===== src/rtl/load_store_unit.sv =====
// load_store_unit: RV32I byte/half/word loads and stores mapped onto a zero-delay word RAM.
// Sub-word stores use read-modify-write. Define MISALIGNED_SPLIT_EN to split word-crossing
// accesses into two word accesses; without it they complete immediately with LSUFault=1.
module load_store_unit #(
    parameter int dataW       = 32,
    parameter int RAMAddrSize = 32
) (
    input  logic                   clock,
    input  logic                   reset,
    input  logic                   LSUReq,
    input  logic                   LSUWrite,
    input  logic [2:0]             LSUFunct3,
    input  logic [RAMAddrSize-1:0] LSUAddr,
    input  logic [dataW-1:0]       LSUWData,
    output logic                   LSUReady,
    output logic                   LSUDone,
    output logic                   LSUFault,
    output logic [dataW-1:0]       LSURData,
    output logic [RAMAddrSize-1:0] RAMAddr,
    output logic [dataW-1:0]       RAMDataIn,
    output logic                   RAMWriteControl,
    input  logic [dataW-1:0]       RAMOut
);
`ifdef MISALIGNED_SPLIT_EN
    typedef enum logic [2:0] {IDLE, RD0, RD1, WR0, WR1, DONE} state_t;
    localparam bit split = 1'b1;
`else
    typedef enum logic [2:0] {IDLE, RD0, WR0, DONE} state_t;
    localparam bit split = 1'b0;
`endif

    function automatic logic [2:0] size_of(input logic [2:0] f3);
        return f3[1] ? 3'd4 : f3[0] ? 3'd2 : 3'd1;
    endfunction

    function automatic logic crosses(input logic [1:0] off, input logic [2:0] f3);
        return ({1'b0, off} + size_of(f3)) > 3'd4;
    endfunction

    function automatic logic invalid(input logic wr, input logic [2:0] f3);
        return wr ? (f3 > 3'b010) : (f3 == 3'b011 || f3[2:1] == 2'b11);
    endfunction

    state_t                 state;
    logic [RAMAddrSize-1:0] addr_q, word0, req_word0;
    logic [dataW-1:0]       wdata_q, buf0, lo, shifted, load_res;
    logic [2:0]             f3_q;
    logic                   write_q, we, req_fault, req_sw;
    logic [2*dataW-1:0]     cur, mask, merged;
    logic [4:0]             off_sh;
    logic [5:0]             size_sh;

    assign req_fault = invalid(LSUWrite, LSUFunct3) || (!split && crosses(LSUAddr[1:0], LSUFunct3));
    assign req_sw    = LSUWrite && LSUFunct3 == 3'b010 && LSUAddr[1:0] == 2'b00;
    assign req_word0 = {LSUAddr[RAMAddrSize-1:2], 2'b00};
    assign word0     = {addr_q[RAMAddrSize-1:2], 2'b00};
    assign lo        = (state == RD0) ? RAMOut : buf0;

`ifdef MISALIGNED_SPLIT_EN
    logic [dataW-1:0]       buf1;
    logic [RAMAddrSize-1:0] word1;
    logic                   cross_q;
    assign word1 = word0 + RAMAddrSize'(4);
    assign cur   = {(state == RD1) ? RAMOut : buf1, lo};
`else
    assign cur   = {{dataW{1'b0}}, lo};
`endif

    assign off_sh   = {addr_q[1:0], 3'b000};
    assign size_sh  = {size_of(f3_q), 3'b000};
    assign mask     = ~({(2*dataW){1'b1}} << size_sh) << off_sh;
    assign merged   = (cur & ~mask) | (({{dataW{1'b0}}, wdata_q} << off_sh) & mask);
    assign shifted  = dataW'(cur >> off_sh);
    assign load_res = f3_q[1] ? shifted :
                      f3_q[0] ? {{16{~f3_q[2] & shifted[15]}}, shifted[15:0]} :
                                {{24{~f3_q[2] & shifted[7]}}, shifted[7:0]};
    assign RAMWriteControl = we & ~reset;

    // Request capture, state sequencing and the registered RAM/LSU outputs for the next state.
    always_ff @(posedge clock) begin
        if (reset) begin
            state     <= IDLE;
            LSUReady  <= 1'b1;
            LSUDone   <= 1'b0;
            LSUFault  <= 1'b0;
            LSURData  <= '0;
            RAMAddr   <= '0;
            RAMDataIn <= '0;
            we        <= 1'b0;
            buf0      <= '0;
            addr_q    <= '0;
            wdata_q   <= '0;
            f3_q      <= '0;
            write_q   <= 1'b0;
`ifdef MISALIGNED_SPLIT_EN
            buf1      <= '0;
            cross_q   <= 1'b0;
`endif
        end else begin
            LSUReady  <= 1'b0;
            LSUDone   <= 1'b0;
            RAMAddr   <= '0;
            RAMDataIn <= '0;
            we        <= 1'b0;
            case (state)
                IDLE: begin
                    LSUReady <= !LSUReq;
                    if (LSUReq) begin
                        addr_q   <= LSUAddr;
                        wdata_q  <= LSUWData;
                        f3_q     <= LSUFunct3;
                        write_q  <= LSUWrite;
                        LSUFault <= req_fault;
`ifdef MISALIGNED_SPLIT_EN
                        cross_q  <= crosses(LSUAddr[1:0], LSUFunct3);
`endif
                        if (req_fault) begin
                            state    <= DONE;
                            LSUDone  <= 1'b1;
                            LSURData <= '0;
                        end else if (req_sw) begin
                            state     <= WR0;
                            RAMAddr   <= req_word0;
                            RAMDataIn <= LSUWData;
                            we        <= 1'b1;
                        end else begin
                            state   <= RD0;
                            RAMAddr <= req_word0;
                        end
                    end
                end
                RD0: begin
                    buf0 <= RAMOut;
`ifdef MISALIGNED_SPLIT_EN
                    if (cross_q) begin
                        state   <= RD1;
                        RAMAddr <= word1;
                    end else
`endif
                    if (write_q) begin
                        state     <= WR0;
                        RAMAddr   <= word0;
                        RAMDataIn <= dataW'(merged);
                        we        <= 1'b1;
                    end else begin
                        state    <= DONE;
                        LSUDone  <= 1'b1;
                        LSURData <= load_res;
                    end
                end
`ifdef MISALIGNED_SPLIT_EN
                RD1: begin
                    buf1 <= RAMOut;
                    if (write_q) begin
                        state     <= WR0;
                        RAMAddr   <= word0;
                        RAMDataIn <= dataW'(merged);
                        we        <= 1'b1;
                    end else begin
                        state    <= DONE;
                        LSUDone  <= 1'b1;
                        LSURData <= load_res;
                    end
                end
                WR1: begin
                    state   <= DONE;
                    LSUDone <= 1'b1;
                end
`endif
                WR0: begin
`ifdef MISALIGNED_SPLIT_EN
                    if (cross_q) begin
                        state     <= WR1;
                        RAMAddr   <= word1;
                        RAMDataIn <= dataW'(merged >> dataW);
                        we        <= 1'b1;
                    end else
`endif
                    begin
                        state   <= DONE;
                        LSUDone <= 1'b1;
                    end
                end
                default: begin
                    state    <= IDLE;
                    LSUReady <= 1'b1;
                end
            endcase
        end
    end
endmodule


===== config.mk =====
export PLATFORM = sky130hd
export DESIGN_NAME = load_store_unit
export DESIGN_NICKNAME = d
export VERILOG_FILES = /design/src/rtl/load_store_unit.sv
export SDC_FILE = /design/constraint.sdc
export NUM_CORES = 1
export LEC_CHECK = 0
export CORE_AREA = 2 2 133 135
export DETAILED_ROUTE_END_ITERATION = 10
export DIE_AREA = 0 0 135 137
export PLACE_DENSITY = 0.76
export SLEW_MARGIN = 20
export SYNTH_ARGS = -nofsm -noshare
export SYNTH_HDL_FRONTEND = slang
export SYNTH_SLANG_ARGS = --single-unit

===== constraint.sdc =====
create_clock -name clock -period 2.8 [get_ports clock]
set_clock_uncertainty 0.05 [all_clocks]
set_input_delay 0.28 -clock clock [delete_from_list [all_inputs] [get_ports clock]]
set_output_delay 0.28 -clock clock [all_outputs]
set_load 0.1 [all_outputs]

# After elaboration in Yosys (flattened, before gate mapping)
# Index checks and enable logic that the tools add are counted.
[word_totals] register_bits=203 latch_bits=0 mem_bits_rw=0 rom_bits=0 in_bits=103 memories=0
[op_classes] add_sub_neg=1 mul=0 div=0 magnitude_cmp=2 eq_ne=8 n_shift=4 mux=36 bitwise=10 reduce_logical=11
[ops] cell="$mux 32" n=13
[ops] cell="$pmux 32 s2" n=3
[ops] cell="$and 32x32->32" n=2
[ops] cell="$not 64->64" n=1
[ops] cell="$shl 64x5->32" n=1
[ops] cell="$shl 64x6->64 const A" n=1
[ops] cell="$not 32->32" n=1
[ops] cell="$or 32x32->32" n=1
[ops] cell="$shl 32x5->32" n=1
[ops] cell="$shr 32x5->32" n=1
[ops] cell="$eq 3x2->1 const B" n=3
[ops] cell="$mux 1" n=9
[ops] cell="$mux 3" n=3
[ops] cell="$pmux 3 s3" n=1
[ops] cell="$mux 2" n=4
[ops] cell="$ne 2x2->1 const B" n=3
[ops] cell="$pmux 1 s2" n=2
[ops] cell="$reduce_and 4->1" n=1
[ops] cell="$add 2x3->3" n=1
[ops] cell="$and 1x1->1" n=3
[ops] cell="$eq 3x1->1 const B" n=1
[ops] cell="$gt 3x2->1 const B" n=1
[ops] cell="$gt 3x3->1 const B" n=1
[ops] cell="$logic_not 3->1" n=1
[ops] cell="10 further kinds" n=13

# Longest topological paths before layout
[logic_depth] ltp_word=10 depth_mapped=11 mapped_depth_nobuf=8

# Worst setup path before layout
# Ideal clock, no wire load.
[synth_timing] path_kind="in2reg" from="in LSUFunct3[0]" to="reg LSURData[16]" arrival_ns=2.451 setup_slack_ns=0.236 stages=10 cell_sequence="nor2_1 > ha_1 > fa_1 > nor2_1 > o22a_1 > buf_6 > a211o_4 > a2111oi_4 > buf_6 > a22o_1"
[synth_between] elab_chain_len=7
[synth_lines] element="start: declaration" line_no="12" rtl="input logic [2:0] LSUFunct3,"
[synth_lines] element="$mux 2" line_no="33" rtl="return f3[1] ? 3'd4 : f3[0] ? 3'd2 : 3'd1;"
[synth_lines] element="$mux 3" line_no="33"
[synth_lines] element="$add 2x3->3" line_no="37" rtl="return ({1'b0, off} + size_of(f3)) > 3'd4;"
[synth_lines] element="$gt 3x3->1" line_no="37"
[synth_lines] element="$logic_or 1x1->1 (*)" line_no="53" rtl="assign req_fault = invalid(LSUWrite, LSUFunct3) || (!split && crosses(LSUAddr[1:0], LSUFunct3));"
[synth_lines] element="$ne 2x2->1 (no line) (*)"
[synth_lines] element="$reduce_and 4->1 (no line) (*)"
[synth_lines] element="end signal: assignment" line_no="148" rtl="LSURData <= load_res;"
[synth_lines] element="end: declaration" line_no="18" rtl="output logic [dataW-1:0] LSURData,"
# Mark *: on every way between the ends. The rest lies on a longest branch, timed or not.
# A chain may end at the register's enable or synchronous reset.

# Worst setup path after layout
[layout_timing] from="reg state[1]" to="reg LSURData[22]"
[layout_between] elab_chain_len=8
[layout_lines] element="start: declaration" line_no="44" rtl="state_t state;"
[layout_lines] element="start signal: assignment" line_no="82" rtl="state <= IDLE;"
[layout_lines] element="start signal: assignment" line_no="118" rtl="state <= DONE;"
[layout_lines] element="start signal: assignment" line_no="122" rtl="state <= WR0;"
[layout_lines] element="$eq 3x1->1" line_no="57, 105"
[layout_lines] element="$mux 32"
[layout_lines] element="$shr 32x5->32" line_no="73" rtl="assign shifted = dataW'(cur >> off_sh);"
[layout_lines] element="$and 1x1->1 (on tied branches)" line_no="76, 75"
[layout_lines] element="$mux 32" line_no="75" rtl="f3_q[0] ? {{16{~f3_q[2] & shifted[15]}}, shifted[15:0]} :"
[layout_lines] element="$mux 32" line_no="74" rtl="assign load_res = f3_q[1] ? shifted :"
[layout_lines] element="$mux 32" line_no="140" rtl="if (write_q) begin"
[layout_lines] element="$pmux 32 s2" line_no="105" rtl="case (state)"
# Several ways; a longest one is shown, not always the timed one. The select of a mux whose other input is x is not followed.

==> run metrics <==
Max Freq 382 MHz; Worst Path Arrival 2.91 ns; Hold Slack 0.209 ns; dpl cells 1,335; CTS sink cnt 193; initial core utilization 48.2%; 1st-iter DRT viols 783; fraction of layout cells with a size suffix above 1 18.4%; Setup crit start state[1]$_SDFFE_PP0N_; Hold Path Class in -> reg; via count 7,814; synth warn 0; PwrDens 895 nW/um^2; Syn-to-layout area delta 33.4%; Die Y-Extent 137 um; GPL Wtd Cong 0.895; DR WL/cell 18.8 um; io pins 203; Final Non-Filler Cells 1,367; initial antenna violation count 0; Mapped Area 8220 sq um; CTS root buffer clkbuf_16; WS Path Type reg -> reg; vias in the first global route 7,294; internal power 5.68 mW; RSZ-0062 raised after global routing no; GRT Residual Overflow 0; largest net degree at the start of global routing 68; Syn Area/Cell 8.69 sq um; Worst-path clk slew 0.08 ns; critical path launch point type flip-flop; max-capacitance violation count 0; Net Sw Frac 42.0%; H-tree levels 4; footprint of the multi-input gates 4000 sq um; ANT nets after route 0; Setup WS pre-CTS -0.242 ns; Async S/R FF share, synth 0%; number of fill cells 1,491; Seq/Total Area, Yosys 47.0%; total power draw 9.81 mW; Area after DPL 10,400 sq um; crit path capture type flip-flop; Synth Register Bits 193; clock latency on the worst-skew pair 0.44 ns; Combinational Power Share 42.1%; sequential share of power 34.0%; Avg Vias per Cell 5.72; HPWL Detailed 17,900 um; worst setup margin 0.180 ns; core area 17,100 sq um; fin nets 1,238; Psw 4.12 mW; final number of hold-violating endpoints 0; cell row count 48; fin crit share 93.6%; global-route wire length before repair 39,300 um; full die area 18,500 sq um; VDD IR max 0.573 mV; Least-Margin Pin Slew 0.761 ns; synthesized instance count 946; sequential cell area 3860 sq um; post-route minimum period 2.62 ns; Num CTS Buffers 17; Clock power frac 23.9%; die width 135 um; CTS tree built; Initial DRT Pass Iterations 5; status completed; Post-route DRC 0; Port Buffers 200; CP required 3.09 ns; Antenna Cells 0; Post-synth top flop dfxtp_1; Hold Startpoint reset; crit-path max FO 16; FF-to-FF Start state[1]$_SDFFE_PP0N_; final WL 25,700 um; Final setup viols 0; cts hold-fix bufs 0; Cell variety after synth 50; GRT Total Usage 27.4%; Slew HR 49.3%; final instance area 11,000 sq um; worst-case clock buffer depth 2; P_leak 4.24 nW; max-slew violations 0; number of synthesized flops with an enable pin 0
## cells in the mapped netlist (all sizes together) (2+ instances only)
cell	instances	share of area [%]
clkbuf	70	3.2
o211a	5	0.61
nor2	92	4.2
a2bb2oi	6	0.64
o21a	2	0.18
mux2	18	2.5
o22a	6	0.64
nand2b	3	0.23
a211o	4	0.53
nand3	14	0.85
nor3	3	0.18
a21oi	102	6.2
a22o	16	1.7
o311ai	6	0.64
nand2	179	8.2
inv	6	0.27
a22oi	3	0.27
nor2b	6	0.46
a31oi	8	0.61
a211oi	6	0.55
and2	11	0.84
o2bb2ai	3	0.32
o221ai	7	0.75
a32oi	46	4.9
o21ai	26	1.6
buf	17	1.2
o211ai	9	0.82
mux2i	59	7.2
ha	5	0.76
dfxtp	193	47
## flip-flops by register name (all words and copies together) (netlist names), 2 cells and up
signal,flops
LSURData,32
RAMAddr,30
RAMDataIn,32
addr_q,32
buf0,25
f3_q,3
state,2
wdata_q,32
## critical path: stages, from the launching register on
cell	delay (ns)
dfxtp_1	0.33
inv_1	0.11
ha_2	0.33
mux2_2	0.39
mux4_2	0.53
nor3_1	0.17
buf_4	0.16
a2111oi_4	0.05
buf_12	0.17
a22o_1	0.22
## worst paths after layout
| path | endpoint | slack [ns] | cells after the start |
|---|---|---|---|
| worst max-delay path | LSURData[22]$_SDFFE_PP0P_ | 0.18 | 9 |
| worst min-delay path | addr_q[9]$_SDFFE_PP0P_ | 0.21 | 2 |
| worst max register to register | LSURData[22]$_SDFFE_PP0P_ | 0.18 | 9 |
| worst min register to register | addr_q[22]$_SDFFE_PP0P_ | 0.40 | 2 |
## timing repair
item                       in CTS  in global routing
setup buffers                   0                  0
resized for setup               0                  1
setup endpoints to repair       0                  1
## cell type report
class                           instances  share of cell area (%)
Tap cell                              225                    2.57
Timing Repair Buffer                  250                    20.3
Clock buffer                           18                    4.01
Multi-Input combinational cell        661                    36.5
Inverter                                6                   0.206
Clock inverter                         14                    1.13
Sequential cell                       193                    35.3
## cell families after synthesis
group           count (synthesis)  share of synthesized area, %
other cells                     1                        0.0456
fa+ha+maj                       6                          1.01
simple gates                  314                          15.5
buf+inv                        93                          4.66
flops                         193                          47.0
mux                            78                          9.93
compound gates                260                          21.7
xor+xnor                        1                         0.107
## power by group through the flow
stage	clock (mW)	combinational [mW]	sequential, mW
finish	2.35	4.13	3.34
global placement	0	4.02	3.38
detailed placement	0	4.06	3.39
floorplan	0	1.99	4.10
CTS	2.36	4.08	3.33
global route	2.48	4.38	3.38
## per-layer routing
layer	routed length [um]	vias to the layer above	track usage, %
met2	11400	360	42.3
met1	10900	3696	35.8
met5	0	-	0
li1	-	3705	-
met3	2650	53	9.44
met4	759	0	9.95
## cells in the final DEF, fill, tap and decap left out, drive strengths merged, types with 9 or more instances in the layout
cell type | Yosys | final
o21ai | 26 | 26
o211ai | 9 | 9
a21oi | 102 | 102
clkdlybuf4s50 | 0 | 101
mux2 | 18 | 18
nand2 | 179 | 179
buf | 17 | 149
dfxtp | 193 | 193
nand3 | 14 | 14
nor2 | 92 | 92
clkbuf | 70 | 18
mux2i | 59 | 59
a32oi | 46 | 46
inv | 6 | 13
a22o | 16 | 16
and2 | 11 | 11
## metrics by stage
| step | utilization (%) | TNS, ns |
|---|---|---|
| floorplan | - | 0 |
| global placement | 60.9 | -3.27 |
| detailed placement | 60.9 | -4.84 |
| CTS | 64.2 | 0 |
| global route | 64.3 | 0 |
| finish | 64.3 | 0 |
(Power assumes the default switching activity.)
